[src/rtl/proc_pkg.sv]
// Shared types and widths for the filter processor pipeline.
// Holds the Reg->Exe bundle, the stage FSM states and the bubble constant.
package proc_pkg;

    localparam int DATA_W = 32;
    localparam int REG_W  = 4;
    localparam int OP_W   = 4;

    typedef enum logic [1:0] {
        RUN    = 2'd0,
        BUBBLE = 2'd1,
        HOLD   = 2'd2
    } state_t;

    typedef struct packed {
        logic              valid;
        logic [REG_W-1:0]  ra;
        logic [REG_W-1:0]  rb;
        logic [REG_W-1:0]  robj;
        logic              re_a;
        logic              re_b;
        logic              we;
        logic              mem_we;
        logic              mem_re;
        logic [DATA_W-1:0] opa;
        logic [DATA_W-1:0] opb;
        logic [OP_W-1:0]   op;
    } reg_exe_t;

    function automatic reg_exe_t bubble();
        return '0;
    endfunction

endpackage

[src/rtl/sat_counter.sv]
// Saturating up-counter for performance monitoring.
// Freeze (hold) wins over clear, clear wins over increment.
module sat_counter #(
    parameter int CNT_W = 16
) (
    input  logic             clk,
    input  logic             rst_n,
    input  logic             inc,
    input  logic             clr,
    input  logic             hold,
    output logic [CNT_W-1:0] cnt
);

    always_ff @(posedge clk or negedge rst_n) begin
        if (!rst_n) begin
            cnt <= '0;
        end else if (!hold) begin
            if (clr)
                cnt <= '0;
            else if (inc && !(&cnt))
                cnt <= cnt + CNT_W'(1);
        end
    end

endmodule

[src/rtl/reg_exe_pipe.sv]
// Reg->Exe pipeline register with load-use bubble, memory hold,
// branch squash and a saturating bubble counter.
module reg_exe_pipe
    import proc_pkg::*;
#(
    parameter int CNT_W = 16
) (
    input  logic              clk,
    input  logic              rst_n,
    input  logic              dec_valid,
    input  logic [REG_W-1:0]  dec_Ra,
    input  logic [REG_W-1:0]  dec_Rb,
    input  logic [REG_W-1:0]  dec_Robj,
    input  logic              dec_RE_A,
    input  logic              dec_RE_B,
    input  logic              dec_WE,
    input  logic              dec_mem_WE,
    input  logic              dec_mem_RE,
    input  logic [DATA_W-1:0] dec_opA,
    input  logic [DATA_W-1:0] dec_opB,
    input  logic [OP_W-1:0]   dec_op,
    input  logic              flush,
    input  logic              mem_busy,
    input  logic              cnt_clr,
    output logic [REG_W-1:0]  Ra_Reg_Exe,
    output logic [REG_W-1:0]  Rb_Reg_Exe,
    output logic [REG_W-1:0]  Robj_Reg_Exe,
    output logic              RE_A_Reg_Exe,
    output logic              RE_B_Reg_Exe,
    output logic              WE_Reg_Exe,
    output logic              mem_WE_Reg_Exe,
    output logic              mem_RE_Reg_Exe,
    output logic [DATA_W-1:0] opA_Reg_Exe,
    output logic [DATA_W-1:0] opB_Reg_Exe,
    output logic [OP_W-1:0]   op_Reg_Exe,
    output logic              valid_Reg_Exe,
    output logic              stall_F,
    output logic [CNT_W-1:0]  bubble_cnt
);

    reg_exe_t q, q_next;
    state_t   state, state_nxt;
    logic     flush_pend, flush_pend_nxt;
    logic     luse, kill, cnt_inc;

    // Forwarding cannot help when the load result is not yet read.
    assign luse = q.valid & q.mem_re & dec_valid &
                  ((dec_RE_A & (dec_Ra == q.robj)) |
                   (dec_RE_B & (dec_Rb == q.robj)));

    assign stall_F = mem_busy | (luse & ~flush);

    always_ff @(posedge clk or negedge rst_n) begin
        if (!rst_n) begin
            state      <= RUN;
            q          <= bubble();
            flush_pend <= 1'b0;
        end else begin
            state      <= state_nxt;
            q          <= q_next;
            flush_pend <= flush_pend_nxt;
        end
    end

    always_comb begin
        state_nxt = state;
        unique case (state)
            RUN: begin
                if (mem_busy)
                    state_nxt = HOLD;
                else if (luse && !flush)
                    state_nxt = BUBBLE;
                else
                    state_nxt = RUN;
            end
            BUBBLE:  state_nxt = mem_busy ? HOLD : RUN;
            HOLD:    state_nxt = mem_busy ? HOLD : RUN;
            default: state_nxt = RUN;
        endcase
    end

    // A flush raised while held only exists in HOLD; replay it on release.
    assign kill = flush | (flush_pend & (state == HOLD));

    always_comb begin
        q_next         = q;
        flush_pend_nxt = flush_pend;
        cnt_inc        = 1'b0;
        if (mem_busy) begin
            if (flush)
                flush_pend_nxt = 1'b1;
        end else if (kill || luse) begin
            q_next         = bubble();
            flush_pend_nxt = 1'b0;
            cnt_inc        = 1'b1;
        end else if (!dec_valid) begin
            q_next = bubble();
        end else begin
            q_next.valid  = 1'b1;
            q_next.ra     = dec_Ra;
            q_next.rb     = dec_Rb;
            q_next.robj   = dec_Robj;
            q_next.re_a   = dec_RE_A;
            q_next.re_b   = dec_RE_B;
            q_next.we     = dec_WE;
            q_next.mem_we = dec_mem_WE;
            q_next.mem_re = dec_mem_RE;
            q_next.opa    = dec_opA;
            q_next.opb    = dec_opB;
            q_next.op     = dec_op;
        end
    end

    sat_counter #(
        .CNT_W (CNT_W)
    ) u_bubble_cnt (
        .clk   (clk),
        .rst_n (rst_n),
        .inc   (cnt_inc),
        .clr   (cnt_clr),
        .hold  (mem_busy),
        .cnt   (bubble_cnt)
    );

    assign valid_Reg_Exe  = q.valid;
    assign Ra_Reg_Exe     = q.ra;
    assign Rb_Reg_Exe     = q.rb;
    assign Robj_Reg_Exe   = q.robj;
    assign RE_A_Reg_Exe   = q.re_a;
    assign RE_B_Reg_Exe   = q.re_b;
    assign WE_Reg_Exe     = q.we;
    assign mem_WE_Reg_Exe = q.mem_we;
    assign mem_RE_Reg_Exe = q.mem_re;
    assign opA_Reg_Exe    = q.opa;
    assign opB_Reg_Exe    = q.opb;
    assign op_Reg_Exe     = q.op;

endmodule
[config.mk]
export PLATFORM = sky130hd
export DESIGN_NAME = reg_exe_pipe
export DESIGN_NICKNAME = d
export VERILOG_FILES = /design/src/rtl/proc_pkg.sv /design/src/rtl/sat_counter.sv /design/src/rtl/reg_exe_pipe.sv
export SDC_FILE = /design/constraint.sdc
export NUM_CORES = 1
export LEC_CHECK = 0
export ABC_AREA = 1
export BUFFER_PORTS_ARGS = -buffer_cell sky130_fd_sc_hd__buf_2
export CAP_MARGIN = 40
export CORE_UTILIZATION = 44
export CTS_BUF_LIST = sky130_fd_sc_hd__clkbuf_4
export CTS_CLUSTER_SIZE = 10
export DETAILED_ROUTE_END_ITERATION = 8
export PLACE_DENSITY_LB_ADDON = 0.15
export SYNTH_ARGS = -nofsm -noshare
export SYNTH_HDL_FRONTEND = slang
export SYNTH_HIERARCHICAL = 1
export SYNTH_SLANG_ARGS = --single-unit
[constraint.sdc]
create_clock -name clk -period 3.4 [get_ports clk]
set_input_delay 0.68 -clock clk [delete_from_list [all_inputs] [get_ports clk]]
set_output_delay 0.68 -clock clk [all_outputs]
set_load 0.02 [all_outputs]
; ---- Word-level counts from Yosys, hierarchy flattened
; Index checks and enable logic that the tools add are counted.
[classes]
addsub = 1
mul = 0
div = 0
order_cmp = 0
eq_ne = 5
shift = 0
n_mux = 13
bitwise_logic = 12
reduce_logical = 12
[ops]
columns = operator, count
row1 = $mux 86, 2
row2 = $mux 16, 2
row3 = $add 16x1->16 const B, 1
row4 = $reduce_and 16->1, 1
row5 = $eq 4x4->1, 2
row6 = $and 1x1->1, 7
row7 = $mux 1, 6
row8 = $mux 2, 2
row9 = $pmux 2 s2, 1
row10 = $reduce_and 2->1, 2
row11 = $reduce_bool 2->1, 2
row12 = $or 1x1->1, 3
row13 = $eq 2x1->1 const B, 1
row14 = $eq 2x2->1 const B, 1
row15 = $logic_and 1x1->1, 2
row16 = $logic_not 1->1, 2
row17 = $logic_not 2->1, 1
row18 = $ne 2x2->1 const B, 1
row19 = $not 1->1, 2
row20 = $reduce_or 2->1, 1
row21 = $logic_or 1x1->1, 1
[totals]
ff_bits = 105
latchBits = 0
ram_bits = 0
romBits = 0
input_bits = 91
out_inout_bits = 103
elab_cells = 58
memories = 0

; ---- Longest topological paths before layout
[depth]
depth_word = 10
mapped_depth = 17
depth_no_buf = 15

; ---- Cells and area by module
; The synthesis kept the hierarchy.
[by_module_without_submodules]
columns = mod, n_inst, cells_each, area_per_inst_um2, seq_area_each_um2
row1 = reg_exe_pipe, 1, 444, 3860.0, 2227.1
row2 = sat_counter, 1, 171, 1076.0, 400.4

; ---- Worst setup path after synthesis
; OpenSTA, ideal clock, no wires.
[synth_timing]
kind = input to output
from = in dec_Ra[3]
to = out stall_F
arrival_time_ps = 1714
required_time_ps = 2720
setup_slack_ps = 1006
stages = 9
n_path_buf = 1
path_cell_list = inv_1 nand2_1 nand2_1 nor2_1 nand3_1 nand2_1 nand2_2 buf_6 o21ai_0
[synth_via]
elab_chain_len = 6
[synth_rtl]
columns = item, line
row1 = from (decl), reg_exe_pipe.sv:11  ; input logic [REG_W-1:0] dec_Ra,
row2 = $eq 4x4->1, reg_exe_pipe.sv:48  ; ((dec_RE_A & (dec_Ra == q.robj)) |
row3 = $and 1x1->1, reg_exe_pipe.sv:48
row4 = $or 1x1->1, reg_exe_pipe.sv:48
row5 = $and 1x1->1, reg_exe_pipe.sv:47  ; assign luse = q.valid & q.mem_re & dec_valid &
row6 = $and 1x1->1, reg_exe_pipe.sv:51  ; assign stall_F = mem_busy | (luse & ~flush);
row7 = $or 1x1->1, reg_exe_pipe.sv:51
row8 = to (decl), reg_exe_pipe.sv:37  ; output logic stall_F,
; Every way passes these cells.

; ---- Worst setup path in the final report
[layout_timing]
from = reg q, in the netlist Robj_Reg_Exe[3]
to = out stall_F
[layout_via]
elab_chain_len = 6
word_cells_on_any_way = 8
cone_classes = eq/ne (2) / bitwise (6)
[layout_rtl]
columns = item, line
row1 = from (decl), reg_exe_pipe.sv:41  ; reg_exe_t q, q_next;
row2 = from (signal assigned), reg_exe_pipe.sv:56  ; q <= bubble();
row3 = from (signal assigned), reg_exe_pipe.sv:60  ; q <= q_next;
row4 = "$eq 4x4->1, on equally long branches", "reg_exe_pipe.sv:48, reg_exe_pipe.sv:49"
row5 = "$and 1x1->1, on equally long branches", "reg_exe_pipe.sv:48, reg_exe_pipe.sv:49"
row6 = $or 1x1->1 *, reg_exe_pipe.sv:48
row7 = $and 1x1->1 *, reg_exe_pipe.sv:47
row8 = $and 1x1->1 *, reg_exe_pipe.sv:51
row9 = $or 1x1->1 *, reg_exe_pipe.sv:51
; Mark *: on every way between the ends. The rest lies on a longest branch, timed or not.

==> run summary <==
* share of total power in the clock network: 0.247
* final net count: 883
* Max Cap Viol: 0
* number of gates resized after cts: 0
* number of distinct library cell variants in the gate-level netlist after synthesis: 25
* met2 WL: 5980 um
* worst min-delay path category: input port to asynchronous set/reset pin
* number of max-slew violations in the final report: 0
* clock root buffer: clkbuf_4
* Highest Clock Rate: 413 MHz
* fraction of power spent switching nets: 0.303
* signal arrival time at the worst endpoint: 1.74 ns
* total met3 wirelength after detailed routing: 865 um
* RSZ-0062 raised after global routing: no
* endpoint of the most critical setup path: stall_F
* Routed Wire Length: 12,900 um
* Clock Skew: 0.0271 ns
* vias post-DR: 4,787
* Synth Instances: 615
* TritonCTS clock tree: built
* proportion of layout cells with a drive suffix above 1: 0.288
* Reg2Reg Capture Point: u_bubble_cnt/cnt[5]$_DFFE_PN0P_
* number of buffers inserted for hold repair after clock tree synthesis: 0
* largest buffer count on any clock path: 2
* period utilisation layout: 0.712
* Synth top area share: 0.532
* Horiz. Die Dim: 108 um
* row count: 38
* type of the worst setup path: register to output pin
* number of port buffers: 193
* CP max stage cell: dfrtp_1
* fraction of power consumed by combinational cells: 0.169
* Die ar.: 11,600 sq um
* clock sinks: 105
* kind of launch point of the worst setup path: register
* overflow left after global routing: 0
* share of power burned in registers: 0.584
* category of the worst setup path capture point: output pin
* routed length per instance: 13.9 um
* effective utilization at floorplan: 0.453
* routability-driven placement congestion ratio: 0.822
* required time of the worst setup path: 2.72 ns
* CTS HTree Levels: 3
* FF-to-FF Start: Robj_Reg_Exe[3]$_DFFE_PN0N_
* setup TNS: 0 ns
* clock transition at the registers of the reported paths: 0.16 ns
* post-synth top area cell: dfrtp_1
* post-layout min period: 2.42 ns
* area of the core: 10,900 sq um
* outcome: finished clean
* total global-route track usage: 0.230
* filler-free cell count of the finished design: 933
* Area growth, synth to finish: 23.2%
* maximum vdd drop: 0.208 mV
* HPWL reported at the end of detailed placement: 8650 um
* initial antenna violation count: 0
* vias in the first global route: 4,387
* largest net degree at the start of global routing: 87
* post-route met1 wirelength: 5880 um
* Cell Area, Synth: 4940 sq um
* Filler Cell Count: 1,072
* total clock buffers created by CTS: 9
* Synth area leaders: dfrtp_1 (53%), nand2_1 (21%), nand4_1 (11%), nor2_1 (2.7%), inv_1 (2.0%)
* cell-internal power: 0.00161 W
* Crit. Startpoint: Robj_Reg_Exe[3]$_DFFE_PN0N_
* clock latency reported for the late side of the worst-skew pair: 0.47 ns
* post-synthesis sequential area ratio: 0.532
* antenna diode instance count: 0
* cells traversed along the worst timing path: nand2_1 > nand2_1 > nor2_1 > nand3_1 > nand2_1 > nand2_2 > o21ai_0 > buf_2
* final hold violations: 0
* total setup violations reported at the end of the flow: 0
* syn_area_per_cell: 8.03 sq um
* number of vias per cell: 5.13
* static leakage power: 3.64 nW
* antenna-violating nets left: 0
* cell depth of the worst flop-to-flop path: 13
* TritonRoute pass-1 iters: 5
* number of post-CTS setup repair buffers: 0
* flop and latch count out of synthesis: 105
* number of nets in the synthesized netlist: 710
* Die Y: 108 um
* highest fanout seen on the critical path: 5
* power per cell area: 379 nW/um^2
* Top Layer Used: met4
* P_sw: 0.000698 W
* headroom to the max-slew limit: 0.402
* Slowest Stage Delay on Critical Path: 0.47 ns
* count of boundary I/O pins: 194
* number of violations reported at the end of detailed-routing iteration 0: 261
* Crit path top cell by count: nand2_1
* Worst Max-Slew Pin Slew: 0.897 ns
* register-to-register setup slack: 1.35 ns
* remaining design rule violation count: 0
* first-pass GRT wire length: 21,000 um
* cell count after placement: 917
* Synth Warn #: 6
## synthesized netlist by cell type, drive strengths merged
| library cell | count |
|---|---|
| xnor2 | 1 |
| o21ai | 7 |
| nor3 | 2 |
| dfrtp | 105 |
| nand2 | 278 |
| nand3b | 1 |
| inv | 30 |
| nor2 | 39 |
| o21bai | 1 |
| ha | 4 |
| nand3 | 14 |
| clkbuf | 16 |
| nand4 | 87 |
| a21oi | 6 |
| xor2 | 1 |
| buf | 23 |
## kinds of logic after synthesis
family                   Yosys count  synth area share
AO/OA/AOI/OAI                     14            0.0177
XOR/XNOR                           2           0.00355
adder cells (fa/ha/maj)            4            0.0101
buffers and inverters             69            0.0616
flip-flops                       105             0.532
AND/OR/NAND/NOR                  421             0.375
## state kept, by name, summed over array words and instances, names as in the netlist
register / flops
mem_WE_Reg_Exe: 1
mem_RE_Reg_Exe: 1
Ra_Reg_Exe: 4
state: 2
RE_B_Reg_Exe: 1
WE_Reg_Exe: 1
valid_Reg_Exe: 1
Robj_Reg_Exe: 4
RE_A_Reg_Exe: 1
opB_Reg_Exe: 32
opA_Reg_Exe: 32
flush_pend: 1
op_Reg_Exe: 4
Rb_Reg_Exe: 4
u_bubble_cnt/cnt: 16
## stage by stage
stage / total power (W) / hold slack, ns / instance area, sq um / util / setup WS, ns
detailed placement: 0.00176 / 0.460 / 5970 / 0.549 / 1.03
global route: 0.00243 / 0.204 / 6080 / 0.559 / 0.795
CTS: 0.00234 / 0.207 / 6080 / 0.559 / 0.933
finish: 0.00231 / 0.193 / 6080 / 0.559 / 0.978
floorplan: 0.00158 / 0.384 / 4940 / - / 1.01
global placement: 0.00176 / 0.457 / 5970 / 0.549 / 1.05
## area by class of cell
class,count,area (sq um),area share
flip-flops and latches,105,2630,0.432
multi-input cells,441,2020,0.332
clock buffers,12,90.1,0.0148
well taps,140,175,0.0288
inverters,30,113,0.0185
clock inverters,4,20.0,0.00329
repair buffers,201,1040,0.171
## layer usage
metal	up-vias	GRT usage
met5	-	0
met4	0	0.0675
li1	2351	-
met1	2267	0.302
met2	154	0.375
met3	15	0.0605
## critical path, delay by kind of cell (launching register included)
| kind | cells | cell delay [ns] |
|---|---|---|
| AO/OA/AOI/OAI | 1 | 0.13 |
| buffers and inverters | 1 | 0.19 |
| flip-flops | 1 | 0.47 |
| AND/OR/NAND/NOR | 6 | 0.49 |
## cells in the final DEF, fill, tap and decap left out, drive strengths merged
cell,synthesis,routed
xnor2,1,1
nand3b,1,1
inv,30,30
nand3,14,14
o21bai,1,1
dfrtp,105,105
clkinvlp,0,1
nand2,278,278
o21ai,7,7
buf,23,201
nor3,2,2
xor2,1,1
ha,4,4
nor2,39,39
clkbuf,16,12
a21oi,6,6
clkinv,0,3
nand4,87,87
## power by group through the flow
stage	registers, W	clock network [W]	logic (W)
2_1_floorplan	0.00144	0	0.000140
3_3_place_gp	0.00137	0	0.000390
3_5_place_dp	0.00137	0	0.000395
4_1_cts	0.00135	0.000599	0.000395
5_1_grt	0.00135	0.000645	0.000431
6_report	0.00135	0.000568	0.000391
## worst min-delay path by stage
stage                                start  slack (ns)                          end
5_1_grt                              rst_n        0.20  opA_Reg_Exe[30]$_DFFE_PN0N_
3_3_place_gp   opA_Reg_Exe[28]$_DFFE_PN0N_        0.46  opA_Reg_Exe[28]$_DFFE_PN0N_
2_1_floorplan                        rst_n        0.38     RE_A_Reg_Exe$_DFFE_PN0N_
4_1_cts                              rst_n        0.21  opA_Reg_Exe[30]$_DFFE_PN0N_
6_report                             rst_n        0.19  opA_Reg_Exe[30]$_DFFE_PN0N_
3_5_place_dp   opB_Reg_Exe[25]$_DFFE_PN0N_        0.46  opB_Reg_Exe[25]$_DFFE_PN0N_
Power figures use the tool's default switching activity.
